`src/rtl/alu_seq_pkg.sv`:
```
// Shared constants for the UART<->ALU sequencer.
// One-hot state encoding plus default widths and timeout.
package alu_seq_pkg;

  localparam int SIZEDATA_DEF = 8;
  localparam int SIZEOP_DEF   = 6;
  localparam int TIMEOUT_DEF  = 50000;

  localparam int ST_W   = 6;
  localparam int S_OPA  = 0;
  localparam int S_OPB  = 1;
  localparam int S_OPC  = 2;
  localparam int S_EXEC = 3;
  localparam int S_SEND = 4;
  localparam int S_WAIT = 5;

  typedef logic [ST_W-1:0] state_t;

  localparam state_t ST_OPA  = 6'b000001;
  localparam state_t ST_OPB  = 6'b000010;
  localparam state_t ST_OPC  = 6'b000100;
  localparam state_t ST_EXEC = 6'b001000;
  localparam state_t ST_SEND = 6'b010000;
  localparam state_t ST_WAIT = 6'b100000;

endpackage

```
`src/rtl/alu_seq_timer.sv`:
```
// Inter-byte timeout counter: clears on i_clear, counts while i_enable,
// o_expire is high on the cycle the count sits at TIMEOUT-1.
// Ports: i_clock, i_reset (sync, active-high), i_clear, i_enable, o_expire.
module alu_seq_timer
  import alu_seq_pkg::*;
#(
  parameter int TIMEOUT = TIMEOUT_DEF
) (
  input  logic i_clock,
  input  logic i_reset,
  input  logic i_clear,
  input  logic i_enable,
  output logic o_expire
);

  localparam int CW = (TIMEOUT > 2) ? $clog2(TIMEOUT) : 1;
  localparam logic [CW-1:0] LAST = CW'(TIMEOUT - 1);

  logic [CW-1:0] cnt;

  always_ff @(posedge i_clock) begin
    if (i_reset || i_clear) begin
      cnt <= '0;
    end else if (i_enable) begin
      cnt <= cnt + 1'b1;
    end
  end

  assign o_expire = i_enable && (cnt == LAST);

endmodule

```
`src/rtl/alu_uart_sequencer.sv`:
```
// UART<->ALU frame sequencer: gathers A, B, opcode from RX bytes, waits
// ALU_LAT cycles, then hands the result byte to TX with a start/done pulse.
// Ports: i_clock, i_reset (sync, active-high), i_rx_done/i_rx_data,
//  i_alu_result, i_tx_done; o_alu_datoa/datob/opcode, o_tx_start,
//  o_tx_data, o_busy, o_overrun, o_frame_err.
// Optional inter-byte timeout enabled by defining ALU_SEQ_TIMEOUT_EN.
module alu_uart_sequencer
  import alu_seq_pkg::*;
#(
  parameter int SIZEDATA = SIZEDATA_DEF,
  parameter int SIZEOP   = SIZEOP_DEF,
  parameter int ALU_LAT  = 1,
  parameter int TIMEOUT  = TIMEOUT_DEF
) (
  input  logic                i_clock,
  input  logic                i_reset,
  input  logic                i_rx_done,
  input  logic [SIZEDATA-1:0] i_rx_data,
  input  logic [SIZEDATA-1:0] i_alu_result,
  input  logic                i_tx_done,
  output logic [SIZEDATA-1:0] o_alu_datoa,
  output logic [SIZEDATA-1:0] o_alu_datob,
  output logic [SIZEOP-1:0]   o_alu_opcode,
  output logic                o_tx_start,
  output logic [SIZEDATA-1:0] o_tx_data,
  output logic                o_busy,
  output logic                o_overrun,
  output logic                o_frame_err
);

  localparam int LW = (ALU_LAT > 1) ? $clog2(ALU_LAT) : 1;
  localparam logic [LW-1:0] LAT_LAST = LW'(ALU_LAT - 1);

  state_t        state;
  state_t        nxt;
  logic [LW-1:0] lat_cnt;
  logic          lat_last;
  logic          accept;
  logic          busy_st;
  logic          tmo;
  logic          overrun_q;
  logic          frame_err_q;

  assign busy_st = state[S_EXEC] | state[S_SEND] | state[S_WAIT];
  assign accept  = i_rx_done & ~busy_st;
  assign lat_last = state[S_EXEC] && (lat_cnt == LAT_LAST);

`ifdef ALU_SEQ_TIMEOUT_EN
  logic expire;

  alu_seq_timer #(
    .TIMEOUT (TIMEOUT)
  ) u_timer (
    .i_clock  (i_clock),
    .i_reset  (i_reset),
    .i_clear  (accept),
    .i_enable (state[S_OPB] | state[S_OPC]),
    .o_expire (expire)
  );

  // A byte landing on the expiry cycle wins over the timeout.
  assign tmo = expire & ~i_rx_done;
`else
  logic unused_cfg;
  assign unused_cfg = (TIMEOUT > 0);
  assign tmo = 1'b0;
`endif

  // Opcode takes only the low SIZEOP bits of its byte.
  logic unused_rx_hi;
  assign unused_rx_hi = ^i_rx_data[SIZEDATA-1:SIZEOP];

  always_ff @(posedge i_clock) begin
    if (i_reset) begin
      state <= ST_OPA;
    end else begin
      state <= nxt;
    end
  end

  always_comb begin
    nxt = state;
    unique case (1'b1)
      state[S_OPA]: begin
        if (i_rx_done) nxt = ST_OPB;
      end
      state[S_OPB]: begin
        if (i_rx_done) nxt = ST_OPC;
        else if (tmo) nxt = ST_OPA;
      end
      state[S_OPC]: begin
        if (i_rx_done) nxt = ST_EXEC;
        else if (tmo) nxt = ST_OPA;
      end
      state[S_EXEC]: begin
        if (lat_last) nxt = ST_SEND;
      end
      state[S_SEND]: begin
        nxt = ST_WAIT;
      end
      state[S_WAIT]: begin
        if (i_tx_done) nxt = ST_OPA;
      end
      default: nxt = ST_OPA;
    endcase
  end

  always_comb begin
    o_tx_start  = state[S_SEND];
    o_busy      = busy_st;
    o_overrun   = overrun_q;
    o_frame_err = frame_err_q;
  end

  always_ff @(posedge i_clock) begin
    if (i_reset) begin
      o_alu_datoa  <= '0;
      o_alu_datob  <= '0;
      o_alu_opcode <= '0;
      o_tx_data    <= '0;
      lat_cnt      <= '0;
      overrun_q    <= 1'b0;
      frame_err_q  <= 1'b0;
    end else begin
      if (accept && state[S_OPA]) o_alu_datoa <= i_rx_data;
      if (accept && state[S_OPB]) o_alu_datob <= i_rx_data;
      if (accept && state[S_OPC]) o_alu_opcode <= i_rx_data[SIZEOP-1:0];
      if (lat_last) o_tx_data <= i_alu_result;
      lat_cnt     <= state[S_EXEC] ? lat_cnt + 1'b1 : '0;
      overrun_q   <= i_rx_done & busy_st;
      frame_err_q <= tmo;
    end
  end

endmodule

```
`config.mk`:
```
export PLATFORM = sky130hd
export DESIGN_NAME = alu_uart_sequencer
export DESIGN_NICKNAME = d
export VERILOG_FILES = /design/src/rtl/alu_seq_pkg.sv /design/src/rtl/alu_seq_timer.sv /design/src/rtl/alu_uart_sequencer.sv
export SDC_FILE = /design/constraint.sdc
export NUM_CORES = 1
export LEC_CHECK = 0
export ABC_AREA = 0
export CAP_MARGIN = 40
export CELL_PAD_IN_SITES_DETAIL_PLACEMENT = 2
export CELL_PAD_IN_SITES_GLOBAL_PLACEMENT = 2
export CORE_ASPECT_RATIO = 1.1
export CORE_MARGIN = 2
export CORE_UTILIZATION = 36
export DETAILED_ROUTE_END_ITERATION = 10
export DONT_BUFFER_PORTS = 1
export HOLD_SLACK_MARGIN = 0.08
export MAX_ROUTING_LAYER = met4
export PLACE_DENSITY = 0.73
export SYNTH_ARGS = -nofsm -noshare
export SYNTH_HDL_FRONTEND = slang
export SYNTH_SLANG_ARGS = --single-unit
```
`constraint.sdc`:
```
create_clock -name i_clock -period 1.8 [get_ports i_clock]
set_input_delay 0.45 -clock i_clock [delete_from_list [all_inputs] [get_ports i_clock]]
set_output_delay 0.45 -clock i_clock [all_outputs]
set_load 0.05 [all_outputs]
```
Word-level counts from Yosys, hierarchy flattened
Index checks and enable logic that the tools add are counted.
W data, S select, Z words.
Word-level totals
  bits in registers: 38
  latch bits: 0
  bits in writable memories: 0
  memory bits (read-only): 0
  bits of input ports: 20
  output and inout bits: 34
  logic and storage cells: 26
  memories kept: 0
Operators by class
  add/sub/neg operators: 1
  $mul: 0
  div/mod/pow operators: 0
  magnitude comparators: 0
  equality and inequality tests: 0
  shift-type cells: 0
  mux-type cells: 6
  bitwise logic cells: 7
  reduce and logical (&&, ||, !) cells: 5
Operators by type and width (count)
  $pmux W6 S6: 1
  $mux W6: 1
  $mux W5: 1
  $logic_and A1 B1 Y1: 4
  $mux W4: 1
  $mux W3: 1
  $not A1 Y1: 3
  $and A1 B1 Y1: 2
  $mux W2: 1
  $or A1 B1 Y1: 2
  $reduce_or A2 Y1: 1
  $add A1 B1 Y1 const B: 1

Longest topological paths before layout
  word-level depth: 5
  mapped depth: 4
  depth with buffers taken out: 3

Least setup slack after synthesis
No wires, ideal clock.
  path type: reg-to-output
  start point: reg state[4]
  end point: out o_busy
  arrival time: 1.128 ns
  path slack: 0.222 ns
  cell stages (with the launch flop): 3
  buffers on the path: 0
  cells stage by stage: dfxtp_1 > nor3_4 > inv_1
Between the ends
  cells in the longest elaborated chain, start to end: 2
Ends and longest elaborated chain
  start: declaration: line alu_uart_sequencer.sv:34  | state_t state;
  start signal: assignment: line alu_uart_sequencer.sv:77  | state <= nxt;
  $or A1 B1 Y1 (2 in a row): line alu_uart_sequencer.sv:44  | assign busy_st = state[S_EXEC] | state[S_SEND] | state[S_WAIT];
  end: declaration: line alu_uart_sequencer.sv:26  | output logic o_busy,
No other way between the ends.

Worst setup path in the final report
  start point: reg state[5]
  end point: out o_busy
Between the ends
  cells in the longest elaborated chain, start to end: 1
Ends and longest elaborated chain (line)
  $or A1 B1 Y1: alu_uart_sequencer.sv:44
No other way between the ends.

==> flow_summary_export.csv <==
group,metric,value,unit
synth,ys_seq_elements,38,
routing,num_vias,1019,
sta,period_minus_slack,1710,ps
routing,drc,0,
cells_and_area,syn2layout_area_growth,7.78,%
die,dieHeight,71.3,µm
sta,setup_viol,0,
sta,worstMarginPinSlew,569,ps
global_routing,antenna_found_initial,0,
die,start_util,37.3,%
synth,yosysSeqAreaShare,51.4,%
die,io_pins,54,
setup_path,start_kind,"register",
synth,avgSynthCellArea,9.93,µm²
sta,tns,0,ps
clock_network,cts_buffers,5,
synth,synth-main-ff-cell,"dfxtp_1",
cells_and_area,post-route-util,40.2,%
cells_and_area,fin_cells,200,
outcome,status,"finished clean",
synth,netlist_instances,149,
cells_and_area,postLayoutCellArea,1600,µm²
die,die_x,65.1,µm
pwr,power_density,1020,nW/µm²
clock_network,clk_path_buf_depth,2,
placed_design,dp_hpwl,2550,µm
global_routing,track_usage,16.0,%
synth,yosysUniqueCellTypes,18,
synth,synth_edf_count,0,
setup_path,crit_fanout,6,
global_routing,grt-ovfl-total,0,
sta,slew_viol_final,0,
sta,hold_violations,0,
synth,yosys_warnings,0,
routing,viasPerCell,5.10,
sta,max_freq,584,MHz
cells_and_area,multi_input_area,652,µm²
sta,maxSlewHeadroom,62.0,%
placed_design,dp.cells,193,
cells_and_area,fin_nets,168,
global_routing,grt_max_degree,46,
synth,async_reset_ff_share,0,%
placed_design,placed_cell_area,1520,µm²
global_routing,grt_pass1_wl,5380,µm
sta,grt_setup_unrepaired,"false",
routing,wl,3480,µm
placed_design,globalplace.congestion,0.645,
cells_and_area,drive_gt1_share,8.78,%
cells_and_area,n_antenna_cell,0,
pwr,finalPower,1.63,mW
synth,syn-num-nets,169,
run,drv_cap,0,
routing,dr.pass1.iters,4,
synth,synth_top_area_share,51.4,%
die,fp.coreArea,3960,µm²
clock_network,clk_pin_slew_worst_paths,70,ps
clock_network,cts_tree,"done",
synth,synth.largest_area_cell,"dfxtp_1",
clock_network,cts_hold_buf,0,
pwr,irDropWorstVdd,373,µV
pwr,p_leak,0.675,nW
placed_design,io_buffers,0,
routing,wl_per_cell,17.4,µm
setup_path,required,1350,ps
sta,hold_slack,242,ps
clock_network,insertion_delay,280,ps
synth,yosys-top-cells-area,"dfxtp_1 (51%), mux2i_1 (16%), nand2b_1 (13%)",
die,die-area,4640,µm²
sta,min_period_over_period,95.1,%
cells_and_area,n_fill_cell,460,
setup_path,crit_arrival,1260,ps
routing,ant_nets,0,
placed_design,detailedPlace.worstSlack,363,ps
setup_path,path_class,"register to output port",
clock_network,cts_root_buf,"clkbuf_8",
sta,finalWorstSetupSlack,88.3,ps
clock_network,ctsResizeCount,0,
cells_and_area,seq_area,761,µm²
sta,skew,7.94,ps
setup_path,cp-end-kind,"output port",
hold_path,hp-class,"input pin to register",
synth,yosysMostFrequentCell,"dfxtp_1",
clock_network,cts.sinks,38,
clock_network,htreeDepth,2,
global_routing,grt_pass1_vias,1122,
synth,yosys-top-cells-count,"dfxtp_1 (38), nand2b_1 (31), mux2i_1 (24), nand2_1 (17), a21oi_1 (10)",
routing,drtIter0Drc,34,
clock_network,cts_setup_buffers,0,
die,rows,24,
synth,syn_area,1480,µm²
## path summary, 6_finish.rpt
kind              startpoint              to  slack [ps]  cells after the start
setup / recovery    state[5]          o_busy          90                      3
hold / removal       i_reset    o_tx_data[1]         240                      1
setup reg to reg    state[5]  o_alu_datoa[5]         380                      3
hold reg to reg      lat_cnt        state[3]         550                      2
## power by group
part	switching, mW	total (mW)	internal [mW]
clock	0.279	0.539	0.260
combinational	0.0516	0.101	0.0491
sequential	0.115	0.987	0.872
total	0.446	1.63	1.18
## final cells by class
type	instances	area share (%)
flip-flops and latches	38	47.7
multi-input cells	98	40.9
clock buffers	5	4.31
well taps	52	4.08
repair buffers	2	1.73
inverters	3	0.706
clock inverters	2	0.627
## placed cells by master, fill, tap and decap left out, drive strengths merged
master,n
nand2b,31
buf,2
mux2i,24
dfxtp,38
inv,3
and3,1
nor2b,2
clkbuf,5
conb,1
a22oi,2
clkinv,2
nor2,5
a21oi,10
nand2,17
nand3,2
nor3,3
## cell families (layout without fill, tap and decap cells)
logic type	Yosys count	after routing	synth area share, %
muxes	24	24	16.2
DFF	38	38	51.4
AOI/OAI and AO/OA	12	12	4.40
buffers and inverters	13	12	4.56
other	1	1	0.253
and+or+nand+nor	61	61	23.2
## registers in the layout, indices dropped and copies added (netlist names), named ones only
signal	count
state	5
o_alu_datob	8
o_alu_opcode	6
lat_cnt	1
o_alu_datoa	8
o_tx_data	8
o_overrun	1
## worst max-delay path, stage by stage (launching register included)
cell and delay [ps]:
dfxtp_1 350, nor3_4 340, inv_1 130, buf_12 170
## metal layers
metal  part of all wire (%)  vias to the layer above  GRT usage (%)
met3                    7.9                        4           5.81
li1                       -                      475              -
met4                    1.6                        0           7.64
met1                     37                      501           14.3
met5                      0                        -              -
met2                     54                       39           29.4
No activity file was read; power rests on OpenSTA's default activity.
